==> src/rtl/gcd_controller.sv <==
// ---------------------------------------------------------------------------
// gcd_controller
//   Control path for a subtractive GCD datapath. It loads operand A, then
//   operand B, from a shared data_in bus. It then repeatedly subtracts the
//   smaller register from the larger one until the comparator reports
//   equality. An iteration limit stops non-terminating inputs, such as a
//   zero operand, and reports them as an error.
//
// Parameters
//   ITER_W    width of the iteration counter
//   MAX_ITER  subtract cycles allowed before an error (< 2**ITER_W)
//
// Ports
//   clk, rst         rising-edge clock, synchronous active-high reset
//   start            request a new GCD (only honoured in IDLE)
//   lt, gt, eq       datapath comparator flags for Aout vs Bout
//   ldA, ldB         register load enables
//   sel1, sel2       subtractor minuend / subtrahend select (0=A, 1=B)
//   sel_load         bus select: 1=data_in, 0=subtractor output
//   req_a, req_b     upstream must present operand A / B on data_in now
//   busy             operation in progress
//   done             one-cycle pulse; result valid on Aout
//   err              one-cycle pulse alongside done; iteration limit hit
//   iter_count       subtract cycles in the current or last operation
// ---------------------------------------------------------------------------
module gcd_controller #(
  parameter int          ITER_W   = 16,
  parameter int unsigned MAX_ITER = 65535
) (
  input  logic              clk,
  input  logic              rst,
  input  logic              start,
  input  logic              lt,
  input  logic              gt,
  input  logic              eq,
  output logic              ldA,
  output logic              ldB,
  output logic              sel1,
  output logic              sel2,
  output logic              sel_load,
  output logic              req_a,
  output logic              req_b,
  output logic              busy,
  output logic              done,
  output logic              err,
  output logic [ITER_W-1:0] iter_count
);

  typedef enum logic [2:0] {
    S_IDLE,
    S_LOAD_A,
    S_LOAD_B,
    S_CALC,
    S_DONE,
    S_ERR
  } state_t;

  localparam logic [ITER_W-1:0] ITER_LIMIT = ITER_W'(MAX_ITER);

  state_t            state;
  state_t            state_nxt;
  logic [ITER_W-1:0] iter_nxt;

  // NOTE: state registers use non-blocking assignments so every flop samples
  // the pre-edge values, independent of process evaluation order.
  always_ff @(posedge clk) begin
    if (rst) begin
      state      <= S_IDLE;
      iter_count <= '0;
    end else begin
      state      <= state_nxt;
      iter_count <= iter_nxt;
    end
  end

  always_comb begin
    // NOTE: every output of this block gets a default before the case
    // statement. A branch that forgets an assignment would otherwise infer
    // a latch.
    state_nxt = state;
    iter_nxt  = iter_count;
    ldA       = 1'b0;
    ldB       = 1'b0;
    sel1      = 1'b0;
    sel2      = 1'b0;
    sel_load  = 1'b0;
    req_a     = 1'b0;
    req_b     = 1'b0;
    busy      = 1'b0;
    done      = 1'b0;
    err       = 1'b0;

    unique case (state)
      S_IDLE: begin
        if (start) begin
          state_nxt = S_LOAD_A;
          iter_nxt  = '0;
        end
      end

      S_LOAD_A: begin
        sel_load  = 1'b1;
        ldA       = 1'b1;
        req_a     = 1'b1;
        busy      = 1'b1;
        state_nxt = S_LOAD_B;
      end

      S_LOAD_B: begin
        sel_load  = 1'b1;
        ldB       = 1'b1;
        req_b     = 1'b1;
        busy      = 1'b1;
        state_nxt = S_CALC;
      end

      S_CALC: begin
        busy = 1'b1;
        // eq wins over everything, so malformed flag sets still terminate.
        // The limit check comes before any load, so the register contents
        // are frozen when the error is reported.
        if (eq) begin
          state_nxt = S_DONE;
        end else if (iter_count == ITER_LIMIT) begin
          state_nxt = S_ERR;
        end else if (gt) begin
          sel2     = 1'b1;          // A <= A - B
          ldA      = 1'b1;
          iter_nxt = iter_count + 1'b1;
        end else if (lt) begin
          sel1     = 1'b1;          // B <= B - A
          ldB      = 1'b1;
          iter_nxt = iter_count + 1'b1;
        end
        // No flag set: idle in CALC without loading or counting.
      end

      S_DONE: begin
        done      = 1'b1;
        state_nxt = S_IDLE;
      end

      S_ERR: begin
        done      = 1'b1;
        err       = 1'b1;
        state_nxt = S_IDLE;
      end

      default: state_nxt = S_IDLE;
    endcase
  end

endmodule

==> config.mk <==
export PLATFORM = sky130hd
export DESIGN_NAME = gcd_controller
export DESIGN_NICKNAME = d
export VERILOG_FILES = /design/src/rtl/gcd_controller.sv
export SDC_FILE = /design/constraint.sdc
export NUM_CORES = 1
export LEC_CHECK = 0
export ABC_AREA = 1
export BUFFER_PORTS_ARGS = -buffer_cell sky130_fd_sc_hd__buf_2
export CORE_MARGIN = 2
export CORE_UTILIZATION = 40
export DETAILED_ROUTE_END_ITERATION = 12
export SYNTH_ARGS = -nofsm -noshare
export SYNTH_HDL_FRONTEND = slang
export SYNTH_SLANG_ARGS = --single-unit
export TNS_END_PERCENT = 100
==> constraint.sdc <==
create_clock -name clk -period 2 [get_ports clk]
set_input_delay 0.2 -clock clk [delete_from_list [all_inputs] [get_ports clk]]
set_output_delay 0.2 -clock clk [all_outputs]
set_load 0.05 [all_outputs]
======== Word-level counts from Yosys, hierarchy flattened ========
Index checks and enable logic that the tools add are counted.
word-level totals
  input port bits ......................... 6
  flip-flop bits (word level) ............. 19
operators by class
  equality and inequality tests ........... 11
  $add $sub $neg .......................... 1
  reductions and logical operators ........ 7
  muxes and demuxes ....................... 27
operators by type and width
  cell                                                                   count
  16-bit two-way mux                                                     5
  16-bit case mux with 2 select lines                                    1
  16-bit by 1-bit adder with 16-bit output, second input constant        1
  16-bit equality test, second input constant                            1
  1-bit two-way mux                                                      15
  3-bit case mux with 4 select lines                                     1
  3-bit two-way mux                                                      3
  3-bit by 2-bit equality test with 1-bit output, second input constant  2
  3-bit equality test, second input constant                             2
  2-bit inequality test, second input constant                           3
  3-bit inequality test, second input constant                           2
  5-bit AND reduction                                                    1
  1-bit case mux with 2 select lines                                     2
  2-bit OR reduction                                                     2
  3-bit by 1-bit equality test with 1-bit output, second input constant  1
  3-bit zero test                                                        1
  3-bit OR reduction                                                     1
  2-bit AND reduction                                                    1
  2-bit nonzero test                                                     1

======== Longest topological paths before layout ========
Gate-level depths: netlist (run 1).
  depth after elaboration ................. 6
  mapped depth ............................ 11

======== Least setup slack after synthesis (run 1) ========
Ideal clock, no wire load.
  path kind ............................... reg2out
  start point ............................. register state[0]
  end point ............................... output busy
  cell stages (with the launch flop) ...... 7
  path slack .............................. -0.715 ns
  data arrival time ....................... 2.515 ns
  path through ............................ dfxtp_1 > inv_1 > nor3_1 > inv_1 > nand2_1 > inv_1 > nand2_1
between the ends
  cells in the longest elaborated chain, start to end .. 3
ends and longest elaborated chain
  what                                                                                                              line  source
  start, declared                                                                                                   60    state_t state;
  start signal, assigned                                                                                            71    state <= state_nxt;
  3-bit by 2-bit equality test with 1-bit output or 3-bit by 1-bit equality test with 1-bit output (tied branches)  93    unique case (state)
  3-bit OR reduction (no source line) *                                                                             -
  1-bit two-way mux *                                                                                               93
  end, declared                                                                                                     43    output logic busy,
Mark *: on every way between the ends. The rest lies on a longest branch, timed or not.

======== Worst setup path in the final report (run 1) ========
  start point ............................. register iter_count[0]
  end point ............................... output ldA
between the ends
  cells in the longest elaborated chain, start to end .. 4
ends and longest elaborated chain
  what                                line  source
  start, declared                     46    output logic [ITER_W-1:0] iter_count
  start signal, assigned              72    iter_count <= iter_nxt;
  16-bit equality test                124   end else if (iter_count == ITER_LIMIT) begin
  1-bit two-way mux                   124
  1-bit two-way mux                   122   if (eq) begin
  1-bit case mux with 2 select lines  93
  end, declared                       36    output logic ldA,
Every way passes these cells.

==> implementation parameters, run 1 <==
Parameter                              Value

Status
  Run status ... finished clean

Synthesis
  Number of synthesis warnings ... 0
  Net count of the mapped netlist ... 227
  Distinct cell type count after synthesis ... 26
  Seq/Total Area, Yosys ... 28.6%
  Count of flip-flops with a built-in enable after synthesis ... 0
  Dominant cell type by area after synthesis ... dfxtp_1
  Netlist area before placement ... 1330 µm²
  Top cells by area, synth ... dfxtp_1 29%, nand2_1 17%, nor2_1 11%
  Number of flip-flops and latches in the synthesized netlist ... 19
  Count of mapped cells out of synthesis ... 220
  Synth top area share ... 28.6%
  Async set or reset register ratio after synthesis ... 0%
  Mean area per synthesized cell ... 6.05 µm²
  Dominant synthesized flop cell ... dfxtp_1

Layout
  Final Core Density ... 54.8%
  Proportion of layout cells with a drive suffix above 1 ... 30.9%
  Number of diodes added for antenna fixing ... 0
  Post-Layout Cell Count ... 306
  Nets@finish ... 270
  Area Overhead vs Synth ... 27.8%

Critical path
  Cell family with most CP delay ... flip-flops
  Cells along the critical path ... ha_4 > nand2_4 > nor2_4 > nand2_2 > o21ai_4 > nor2_2 > inv_2 > o21ai_2 > buf_4
  Buf+Inv Stages, Crit Path ... 2
  Largest stage delay, worst path ... 370 ps
  Arr. time, crit path ... 1690 ps
  Setup CP Type ... reg -> out
  Category of the worst setup path launch point ... register
  Max Fanout on Critical Path ... 5
  Crit end category ... primary output
  Worst Reg2Reg Path Length in Cells ... 10
  Library cell contributing the largest single delay on the critical path ... dfxtp_2
  CP required ... 1800 ps
  Worst reg2reg path startpoint ... iter_count[0]
  FF-to-FF End ... iter_count[12]
  Worst reg-to-reg setup slack ... 330 ps

Detailed routing
  Total DRC errors in the routed layout ... 0
  Average routed wire per standard cell ... 11.0 µm
  Routed wire length ... 3.36 mm
  Starting DRC count in detailed routing ... 115
  Routed vias ... 1425
  Antenna viol nets, final ... 0
  Vias per std cell ... 4.66
  Pre-antenna DRT Iters ... 4

Timing
  Max Clock Skew ... 1.80 ps
  Fmax ... 530 MHz
  Final setup violation count ... 0
  Worst Tran Pin Value ... 368 ps
  Slew Limit Fails ... 0
  Final hold violations ... 0
  Relative slew slack ... 75.2%
  Post-Route Setup TNS ... 0 ps
  Smallest setup slack after layout ... 114 ps
  Setup repair after global routing missed its margin ... no
  Clock period minus final worst setup slack ... 1890 ps
  Final worst path period share ... 94.3%

CTS
  Clock Latency Late Sink ... 300 ps
  Clock slew seen by the registers of the worst setup and hold paths ... 110 ps
  Number of clock sinks ... 19
  Cts bufs inserted ... 3
  TritonCTS clock tree ... built
  Count of hold-fix buffers inserted at cts ... 0
  CTS Root Buffer Type ... clkbuf_4
  H-tree depth reported by CTS ... 1
  Clock tree buffer depth ... 2

Die
  Width of the die ... 61.7 µm
  Initial cell density of the core ... 42.9%
  Area of the die ... 3800 µm²
  Row Count ... 20
  I/O pin cnt ... 32
  Vert. Die Dim ... 61.7 µm
  Core ar. ... 3100 µm²

Hold path
  Worst hold path startpoint ... rst
  Count of cells along the worst hold path ... 2
  Worst hold path type ... in -> reg
  Worst Hold Path EP ... iter_count[7]

Power and ir drop
  Leakage power ... 0.765 nW
  Peak ir drop on the vdd network ... 0.559 mV
  Power consumption ... 1.25 mW
  Power density over the cells ... 738 nW/µm²

Run
  Max-cap violations ... 0

Placement
  Placer Congestion ... 0.911
  Inst Count DP ... 298
  Dpl ws ... 219 ps
  Number of buffers inserted by port buffering ... 31
  DPL Wire Length ... 2.49 mm

Global route
  Vias in the first global route ... 1259
  Pin count of the biggest net entering global routing ... 17
  Wire length of the first global-routing pass ... 5.46 mm
  Initial antenna violation count ... 0
  Grt total ovfl ... 0
  Total global routing track utilization ... 18.9%
==> power by group <==
part	internal [mW]	switching [mW]
registers	0.421	0.0434
logic	0.164	0.427
clock network	0.0777	0.123
total	0.662	0.593
==> layout by cell type (no fill, tap or decap), types with 2 or more instances in the layout <==
cell	netlist	final
a21oi_1	6	6
a21oi_2	6	6
buf_2	1	27
buf_4	0	15
clkbuf_4	0	3
dfxtp_1	19	13
dfxtp_2	0	5
inv_1	24	23
inv_2	3	4
nand2_1	61	60
nand2_2	2	2
nand2_4	2	3
nand3_1	25	25
nand4_1	2	2
nor2_1	40	36
nor2_2	1	4
nor2_4	2	3
nor3_1	4	3
o21ai_0	8	6
o21ai_2	0	2
o21bai_1	3	3
==> layer usage <==
metal	global-route usage [%]	part of all wire, %	vias up
met5	0	0	-
met3	4.41	3.5	2
met4	3.65	0.45	0
met1	24.9	48	620
li1	-	-	781
met2	31.9	48	22
==> through the flow <==
stage	hold slack [ps]	area (µm²)
after global placement	474	1600
after detailed placement	490	1600
after CTS	204	1670
final	225	1700
after global routing	196	1700
after floorplan	416	1370
==> sequential cells by signal, indices dropped and copies added (netlist names) <==
| name | count |
|---|---|
| state | 3 |
| iter_count | 16 |
==> what timing repair did <==
| action | 4_1_cts | 5_1_grt |
|---|---|---|
| setup endpoints to repair | 4 | 4 |
| hold endpoints to repair | 0 | 0 |
| setup buffers | 3 | 1 |
| pin swaps | 1 | 1 |
| resized for setup | 8 | 7 |
==> worst max path at each step <==
stage                  startpoint       endpoint  slack (ps)  cells past startpoint
global placement    iter_count[0]  iter_count[0]         240                     10
CTS                 iter_count[0]            ldB          10                      9
finish              iter_count[0]            ldA         110                      9
global route        iter_count[7]            ldA          10                      8
floorplan                state[0]           busy          30                      6
detailed placement  iter_count[0]            ldB         220                      9
==> layout make-up <==
cell class              count  area (µm²)
fillers                   322        1400
inverters                  28         105
multi-input cells         168         863
well taps                  44        55.1
clock buffers               4        26.3
flip-flops and latches     19         390
repair buffers             43         259
==> cell usage after synthesis (3+ instances only) <==
library cell  instances
o21ai_0               8
o21bai_1              3
nand3_1              25
dfxtp_1              19
nor3_1                4
inv_1                24
inv_2                 3
a21oi_2               6
nand2_1              61
nor2_1               40
a21oi_1               6
==> logic make-up (layout without fill, tap and decap cells) <==
kind of cell / Yosys count / in the layout / synth area share (%)
simple gates: 142 / 142 / 46.6
buf+inv: 33 / 75 / 10.5
fa+ha+maj: 1 / 1 / 0.941
flops: 19 / 19 / 28.6
compound gates: 25 / 25 / 13.4
No activity file was read; power rests on OpenSTA's default activity.
==> run 2, diff against run 1 <==
- ABC_AREA: 1 -> unset
- CAP_MARGIN: unset -> 20
==> run 2 against run 1 <==
  * The flow now finishes with violations (negative setup slack)
  * Cell area fell by 9.5%
  * Total power fell by 36%
  * Critical path depth fell by 2
  * Synthesized cell count fell by 39%
  * Worst hold slack got worse by 51 ps
  * Clock power rose by 6%
  * Combinational power fell by 65%
  * Global-route usage rose by 2.6 points
  * Utilization rose by 2.5 points
  * Critical path type unchanged
  * Largest power group is now registers
==> implementation parameters, run 2 <==
Parameter                              Value

Status
  Run status ... complete, but fails checks (was finished clean)
  Violations in the final reports ... negative setup slack

Power and ir drop
  Power density over the cells ... 522 nW/µm² (was 738 nW/µm²)
  Leakage power ... 0.721 nW (was 0.765 nW)
  Peak ir drop on the vdd network ... 0.321 mV (was 0.559 mV)
  Power consumption ... 0.802 mW (was 1.25 mW)

Synthesis
  Synth top area share ... 34.6% (was 28.6%)
  Dominant cell type by area after synthesis ... dfxtp_1 (unchanged)
  Number of flip-flops and latches in the synthesized netlist ... 19 (unchanged)
  Count of mapped cells out of synthesis ... 135 (was 220)
  Most repeated cell in the gate-level netlist after synthesis ... dfxtp_1 (was nand2_1)
  Mean area per synthesized cell ... 8.14 µm² (was 6.05 µm²)
  Async set or reset register ratio after synthesis ... 0% (unchanged)
  Top cells by area, synth ... dfxtp_1 35%, nor2_1 5.5%, o21ai_1 5.0% (was dfxtp_1 29%, nand2_1 17%, nor2_1 11%)
  Net count of the mapped netlist ... 142 (was 227)
  Distinct cell type count after synthesis ... 39 (was 26)
  Netlist area before placement ... 1100 µm² (was 1330 µm²)
  Seq/Total Area, Yosys ... 34.6% (was 28.6%)
  Count of flip-flops with a built-in enable after synthesis ... 0 (unchanged)
  Top cell types by occurrence after synthesis ... 19 x dfxtp_1, 16 x nor2_1, 11 x o21ai_1, 7 x nand3_1, 7 x o31ai_1 (was 61 x nand2_1, 40 x nor2_1, 25 x nand3_1, 24 x inv_1, 19 x dfxtp_1)
  Number of synthesis warnings ... 0 (unchanged)
  Dominant synthesized flop cell ... dfxtp_1 (unchanged)

CTS
  H-tree depth reported by CTS ... 1 (unchanged)
  TritonCTS clock tree ... built (unchanged)
  Count of hold-fix buffers inserted at cts ... 0 (unchanged)
  Clock slew seen by the registers of the worst setup and hold paths ... 130 ps (was 110 ps)
  Number of clock sinks ... 19 (unchanged)
  Clock tree buffer depth ... 2 (unchanged)
  CTS Root Buffer Type ... clkbuf_4 (unchanged)
  Cts bufs inserted ... 3 (unchanged)
  Clock Latency Late Sink ... 320 ps (was 300 ps)

Critical path
  Largest stage delay, worst path ... 350 ps (was 370 ps)
  Worst reg-to-reg setup slack ... 70 ps (was 330 ps)
  Worst reg2reg path startpoint ... iter_count[1] (was iter_count[0])
  Setup CP Type ... reg -> out (unchanged)
  FF-to-FF End ... iter_count[14] (was iter_count[12])
  Category of the worst setup path launch point ... register (unchanged)
  Worst Reg2Reg Path Length in Cells ... 7 (was 10)
  Max Fanout on Critical Path ... 3 (was 5)
  CP required ... 1800 ps (about the same)
  Arr. time, crit path ... 1810 ps (was 1690 ps)
  Crit end category ... primary output (unchanged)
  Cells along the critical path ... ha_4 > and3_4 > and4_4 > nor3_4 > nand3b_1 > a21oi_4 > buf_6 (was ha_4 > nand2_4 > nor2_4 > nand2_2 > o21ai_4 > nor2_2 > inv_2 > o21ai_2 > buf_4)
  Library cell contributing the largest single delay on the critical path ... dfxtp_2 (unchanged)

Timing
  Smallest setup slack after layout ... -9.30 ps (was 114 ps)
  Relative slew slack ... 68.8% (was 75.2%)
  Post-Route Setup TNS ... -9.30 ps (was 0 ps)
  Final hold violations ... 0 (unchanged)
  Setup repair after global routing missed its margin ... yes (was no)
  Worst Tran Pin Value ... 468 ps (was 368 ps)
  Final worst path period share ... 100% (was 94.3%)
  WHS ... 173 ps (was 225 ps)
  Max Clock Skew ... 10.5 ps (was 1.80 ps)
  Clock period minus final worst setup slack ... 2010 ps (was 1890 ps)
  Slew Limit Fails ... 0 (unchanged)
  Fmax ... 498 MHz (was 530 MHz)
  Final setup violation count ... 1 (was 0)

Global route
  Total global routing track utilization ... 21.6% (was 18.9%)
  Pin count of the biggest net entering global routing ... 13 (was 17)
  Initial antenna violation count ... 0 (unchanged)
  Vias in the first global route ... 1204 (was 1259)
  Grt total ovfl ... 0 (unchanged)
  Wire length of the first global-routing pass ... 5.42 mm (was 5.46 mm)

Detailed routing
  Starting DRC count in detailed routing ... 46 (was 115)
  Routed wire length ... 3.35 mm (was 3.36 mm)
  Total DRC errors in the routed layout ... 0 (unchanged)
  Vias per std cell ... 5.89 (was 4.66)
  Routed vias ... 1266 (was 1425)
  Antenna viol nets, final ... 0 (unchanged)
  Pre-antenna DRT Iters ... 4 (unchanged)
  Average routed wire per standard cell ... 15.6 µm (was 11.0 µm)

Layout
  Top flop regs ... iter_count x16, state x3 (unchanged)
  Commonest non-fill, non-tap cell in the layout ... buf_2 (was nand2_1)
  Register with the highest flop count ... iter_count (unchanged)
  Commonest cells after routing, fill and taps aside ... 28 x buf_2, 22 x buf_4, 16 x nor2_1 (was 60 x nand2_1, 36 x nor2_1, 27 x buf_2)
  Nets@finish ... 192 (was 270)
  Area Overhead vs Synth ... 40.0% (was 27.8%)
  Proportion of layout cells with a drive suffix above 1 ... 47.3% (was 30.9%)
  Number of diodes added for antenna fixing ... 0 (unchanged)
  Flip-flop count of the largest register, all copies and words added ... 16 (unchanged)
  Fill cells ... 246 (was 322)

Hold path
  Count of cells along the worst hold path ... 2 (unchanged)
  Worst hold path type ... in -> reg (unchanged)
  Worst Hold Path EP ... iter_count[9] (was iter_count[7])
  Worst hold path startpoint ... rst (unchanged)

Placement
  Number of buffers inserted by port buffering ... 31 (unchanged)
  DPL Wire Length ... 2.33 mm (was 2.49 mm)
  Dpl ws ... 46.9 ps (was 219 ps)
  Placer Congestion ... 0.857 (was 0.911)

Die
  Area of the die ... 3180 µm² (was 3800 µm²)
  Row Count ... 19 (was 20)
  Vert. Die Dim ... 56.4 µm (was 61.7 µm)
  Core ar. ... 2690 µm² (was 3100 µm²)
  I/O pin cnt ... 32 (unchanged)
  Width of the die ... 56.4 µm (was 61.7 µm)
  Initial cell density of the core ... 40.9% (was 42.9%)

Run
  Max-cap violations ... 0 (unchanged)
-- run 2: cell types whose count changed after synthesis, sizes merged, moves of 7 or more --
cell / before / now
inv: 27 / 2
nor2: 43 / 16
o31ai: 0 / 7
nand2: 65 / 5
a21oi: 13 / 6
nand3: 25 / 7
-- run 2: final cells by class --
cell class | count | area, µm² | share of cell area [%]
Timing Repair Buffer | 53 | 343 | 22.3
Inverter | 2 | 7.51 | 0.488
Sequential cell | 19 | 409 | 26.6
Clock inverter | 1 | 5.00 | 0.325
Multi-Input combinational cell | 106 | 712 | 46.3
Tap cell | 31 | 38.8 | 2.52
Clock buffer | 3 | 22.5 | 1.46
-- run 2: routing by layer --
metal  global-route usage, %  up-vias  part of all wire, %
met5                       0        -                    0
met4                    8.84        0                  2.5
met3                    5.30       11                  4.7
met2                    36.6       42                   49
met1                    25.9      611                   43
li1                        -      602                    -
-- run 2: power by group --
part           switching (mW)  total, mW  internal [mW]  leakage (nW)
clock                   0.138      0.213         0.0749        0.0177
combinational           0.137      0.204         0.0669         0.541
sequential            0.00641      0.385          0.379         0.162
-- run 2: worst max-delay path by stage --
stage	startpoint	end	slack, ps	cells past startpoint
final	iter_count[1]	ldB	-9	7
after floorplan	iter_count[12]	ldA	-10	5
after CTS	iter_count[1]	ldB	-8	7
after detailed placement	iter_count[0]	ldB	50	7
after global placement	iter_count[0]	ldB	100	7
after global routing	iter_count[1]	ldB	-80	7
-- run 2: stage by stage --
step,utilization (%),std cells,area (µm²)
global route,57.2,215,1540
CTS,55.9,212,1500
floorplan,-,135,1130
detailed placement,51.4,203,1380
global placement,51.4,203,1380
finish,57.2,215,1540
-- run 2: repair_timing --
item,CTS,global route
buffers inserted,5,3
cloned,0,0
pin swaps,3,1
endpoints found under the setup margin,4,5
resized for setup,18,7
-- run 2: cell families (layout without fill, tap and decap cells) --
kind of cell / after synthesis / in the layout / share of synthesized area (%)
flip-flops: 19 / 19 / 34.6
buffers and inverters: 10 / 59 / 5.35
adder cells (fa/ha/maj): 1 / 1 / 1.14
AO/OA/AOI/OAI: 39 / 39 / 23.0
AND/OR/NAND/NOR: 66 / 66 / 35.9
-- run 2: critical path: cells and delay by family, from the launching register on --
kind	cells	cell delay [ps]
compound gates	1	160
fa+ha+maj	1	160
buf+inv	1	170
flops	1	350
simple gates	4	670
==> run 3, diff against run 2 <==
- SKIP_CTS_REPAIR_TIMING: unset -> 1
==> run 3 against run 2 <==
  * The run still ends with negative setup slack left
  * Cell count decreased by 1.9%
  * Largest cell class unchanged
  * Die area unchanged
  * Highest routed layer unchanged
  * Global-route usage down 0.97 points
  * Utilization decreased by 1.1 points
  * Sequential share of layout area increased by 0.093 points
==> implementation parameters, run 3 (synthesis gave the netlist of run 2 again) <==
Parameter                              Value

CTS
  Number of clock sinks ... 19 (unchanged)
  H-tree depth reported by CTS ... 1 (unchanged)
  Clock tree buffer depth ... 2 (unchanged)
  Clock Latency Late Sink ... 310 ps (was 320 ps)
  CTS Root Buffer Type ... clkbuf_4 (unchanged)
  Cts bufs inserted ... 3 (unchanged)
  TritonCTS clock tree ... built (unchanged)
  Clock slew seen by the registers of the worst setup and hold paths ... 130 ps (about the same)

Layout
  Top flop regs ... iter_count x16, state x3 (unchanged)
  Flip-flop count of the largest register, all copies and words added ... 16 (unchanged)
  Register area ... 403 µm² (was 409 µm²)
  Final Core Density ... 56.2% (was 57.2%)
  Nets@finish ... 188 (was 192)
  Number of diodes added for antenna fixing ... 0 (unchanged)
  Area used by multi-input combinational logic ... 709 µm² (was 712 µm²)
  Commonest non-fill, non-tap cell in the layout ... buf_2 (unchanged)
  Fill cells ... 251 (was 246)
  Area Overhead vs Synth ... 37.4% (was 40.0%)
  Register with the highest flop count ... iter_count (unchanged)
  Commonest cells after routing, fill and taps aside ... 27 x buf_2, 18 x buf_4, 16 x nor2_1 (was 28 x buf_2, 22 x buf_4, 16 x nor2_1)
  Proportion of layout cells with a drive suffix above 1 ... 43.9% (was 47.3%)

Detailed routing
  Antenna viol nets, final ... 0 (unchanged)
  Routed wire length ... 3.32 mm (was 3.35 mm)
  Starting DRC count in detailed routing ... 63 (was 46)
  Highest metal layer with signal wires ... met4 (unchanged)
  Total met3 wirelength after detailed routing ... 119 µm (was 156 µm)
  Routed vias ... 1242 (was 1266)
  WL met2 ... 1.66 mm (unchanged)
  Detailed-routing wirelength on met1 ... 1.51 mm (was 1.45 mm)
  Average routed wire per standard cell ... 15.7 µm (was 15.6 µm)
  Pre-antenna DRT Iters ... 4 (unchanged)
  Vias per std cell ... 5.89 (about the same)
  Total DRC errors in the routed layout ... 0 (unchanged)

Status
  Run status ... complete, but fails checks (unchanged)
  Violations in the final reports ... negative setup slack (unchanged)

Global route
  Grt total ovfl ... 0 (unchanged)
  Wire length of the first global-routing pass ... 5.24 mm (was 5.42 mm)
  Vias in the first global route ... 1168 (was 1204)
  Total global routing track utilization ... 20.6% (was 21.6%)
  Pin count of the biggest net entering global routing ... 13 (unchanged)
  Initial antenna violation count ... 0 (unchanged)

Run
  Max-cap violations ... 0 (unchanged)

Power and ir drop
  Peak ir drop on the vdd network ... 0.315 mV (was 0.321 mV)
  Leakage power ... 0.696 nW (was 0.721 nW)
  Power density over the cells ... 532 nW/µm² (was 522 nW/µm²)

Timing
  Fmax ... 461 MHz (was 498 MHz)
  Final setup violation count ... 3 (was 1)
  Final worst path period share ... 109% (was 100%)
  Slew Limit Fails ... 0 (unchanged)
  Smallest setup slack after layout ... -171 ps (was -9.30 ps)
  Worst Tran Pin Value ... 489 ps (was 468 ps)
  Clock period minus final worst setup slack ... 2170 ps (was 2010 ps)
  Relative slew slack ... 67.4% (was 68.8%)
  Max Clock Skew ... 11.7 ps (was 10.5 ps)
  Post-Route Setup TNS ... -344 ps (was -9.30 ps)
  Setup repair after global routing missed its margin ... yes (unchanged)
  Final hold violations ... 0 (unchanged)

Die
  Row Count ... 19 (unchanged)
  Area of the die ... 3180 µm² (unchanged)
  Vert. Die Dim ... 56.4 µm (unchanged)
  Core ar. ... 2690 µm² (unchanged)
  I/O pin cnt ... 32 (unchanged)
  Width of the die ... 56.4 µm (unchanged)
  Initial cell density of the core ... 40.9% (unchanged)

Hold path
  Worst hold path type ... in -> reg (unchanged)

Placement
  Number of buffers inserted by port buffering ... 31 (unchanged)
  DPL Wire Length ... 2.33 mm (unchanged)
  Dpl ws ... 46.9 ps (unchanged)
  Placer Congestion ... 0.857 (unchanged)

Critical path
  Arr. time, crit path ... 1970 ps (was 1810 ps)
  Crit end category ... primary output (unchanged)
  CP required ... 1800 ps (about the same)
  Worst reg-to-reg setup slack ... 80 ps (was 70 ps)
  Category of the worst setup path launch point ... register (unchanged)
  Max Fanout on Critical Path ... 6 (was 3)
  Setup CP Type ... reg -> out (unchanged)
-- run 3: path summary, 6_finish.rpt --
kind	startpoint	to	depth (start not counted)
worst min register to register	iter_count[11]	iter_count[11]	1
worst max-delay path	iter_count[0]	ldB	7
worst max register to register	iter_count[0]	iter_count[6]	7
worst min-delay path	rst	iter_count[9]	2
-- run 3: critical path, stage by stage (launching register included) --
cell	delay, ps
dfxtp_4	380
ha_4	170
and3_4	190
and4_4	180
nor3_4	210
nand3b_1	180
a21oi_4	180
buf_6	170
-- run 3: per-stage QoR --
step	power, mW	hold slack, ps	instance area (µm²)	std cells
6_report	0.802	153	1510	211
5_1_grt	0.839	164	1510	211
4_1_cts	0.798	142	1410	207
3_5_place_dp	0.589	460	1380	203
3_3_place_gp	0.586	437	1380	203
2_1_floorplan	0.542	349	1130	135
-- run 3: report_power, final --
part / switching [mW] / internal (mW)
registers: 0.00674 / 0.381
logic: 0.137 / 0.0669
clock network: 0.136 / 0.0748
-- run 3: routing by layer --
| layer | vias up | track usage (%) |
|---|---|---|
| met2 | 30 | 34.1 |
| li1 | 596 | - |
| met1 | 612 | 26.1 |
| met3 | 4 | 5.30 |
| met4 | 0 | 6.46 |
| met5 | - | 0 |
-- run 3: final cells by class --
class / instances / area share [%]
multi-input cells: 106 / 47.0
flip-flops and latches: 19 / 26.7
repair buffers: 49 / 21.4
well taps: 31 / 2.57
clock buffers: 3 / 1.49
inverters: 2 / 0.498
clock inverters: 1 / 0.332
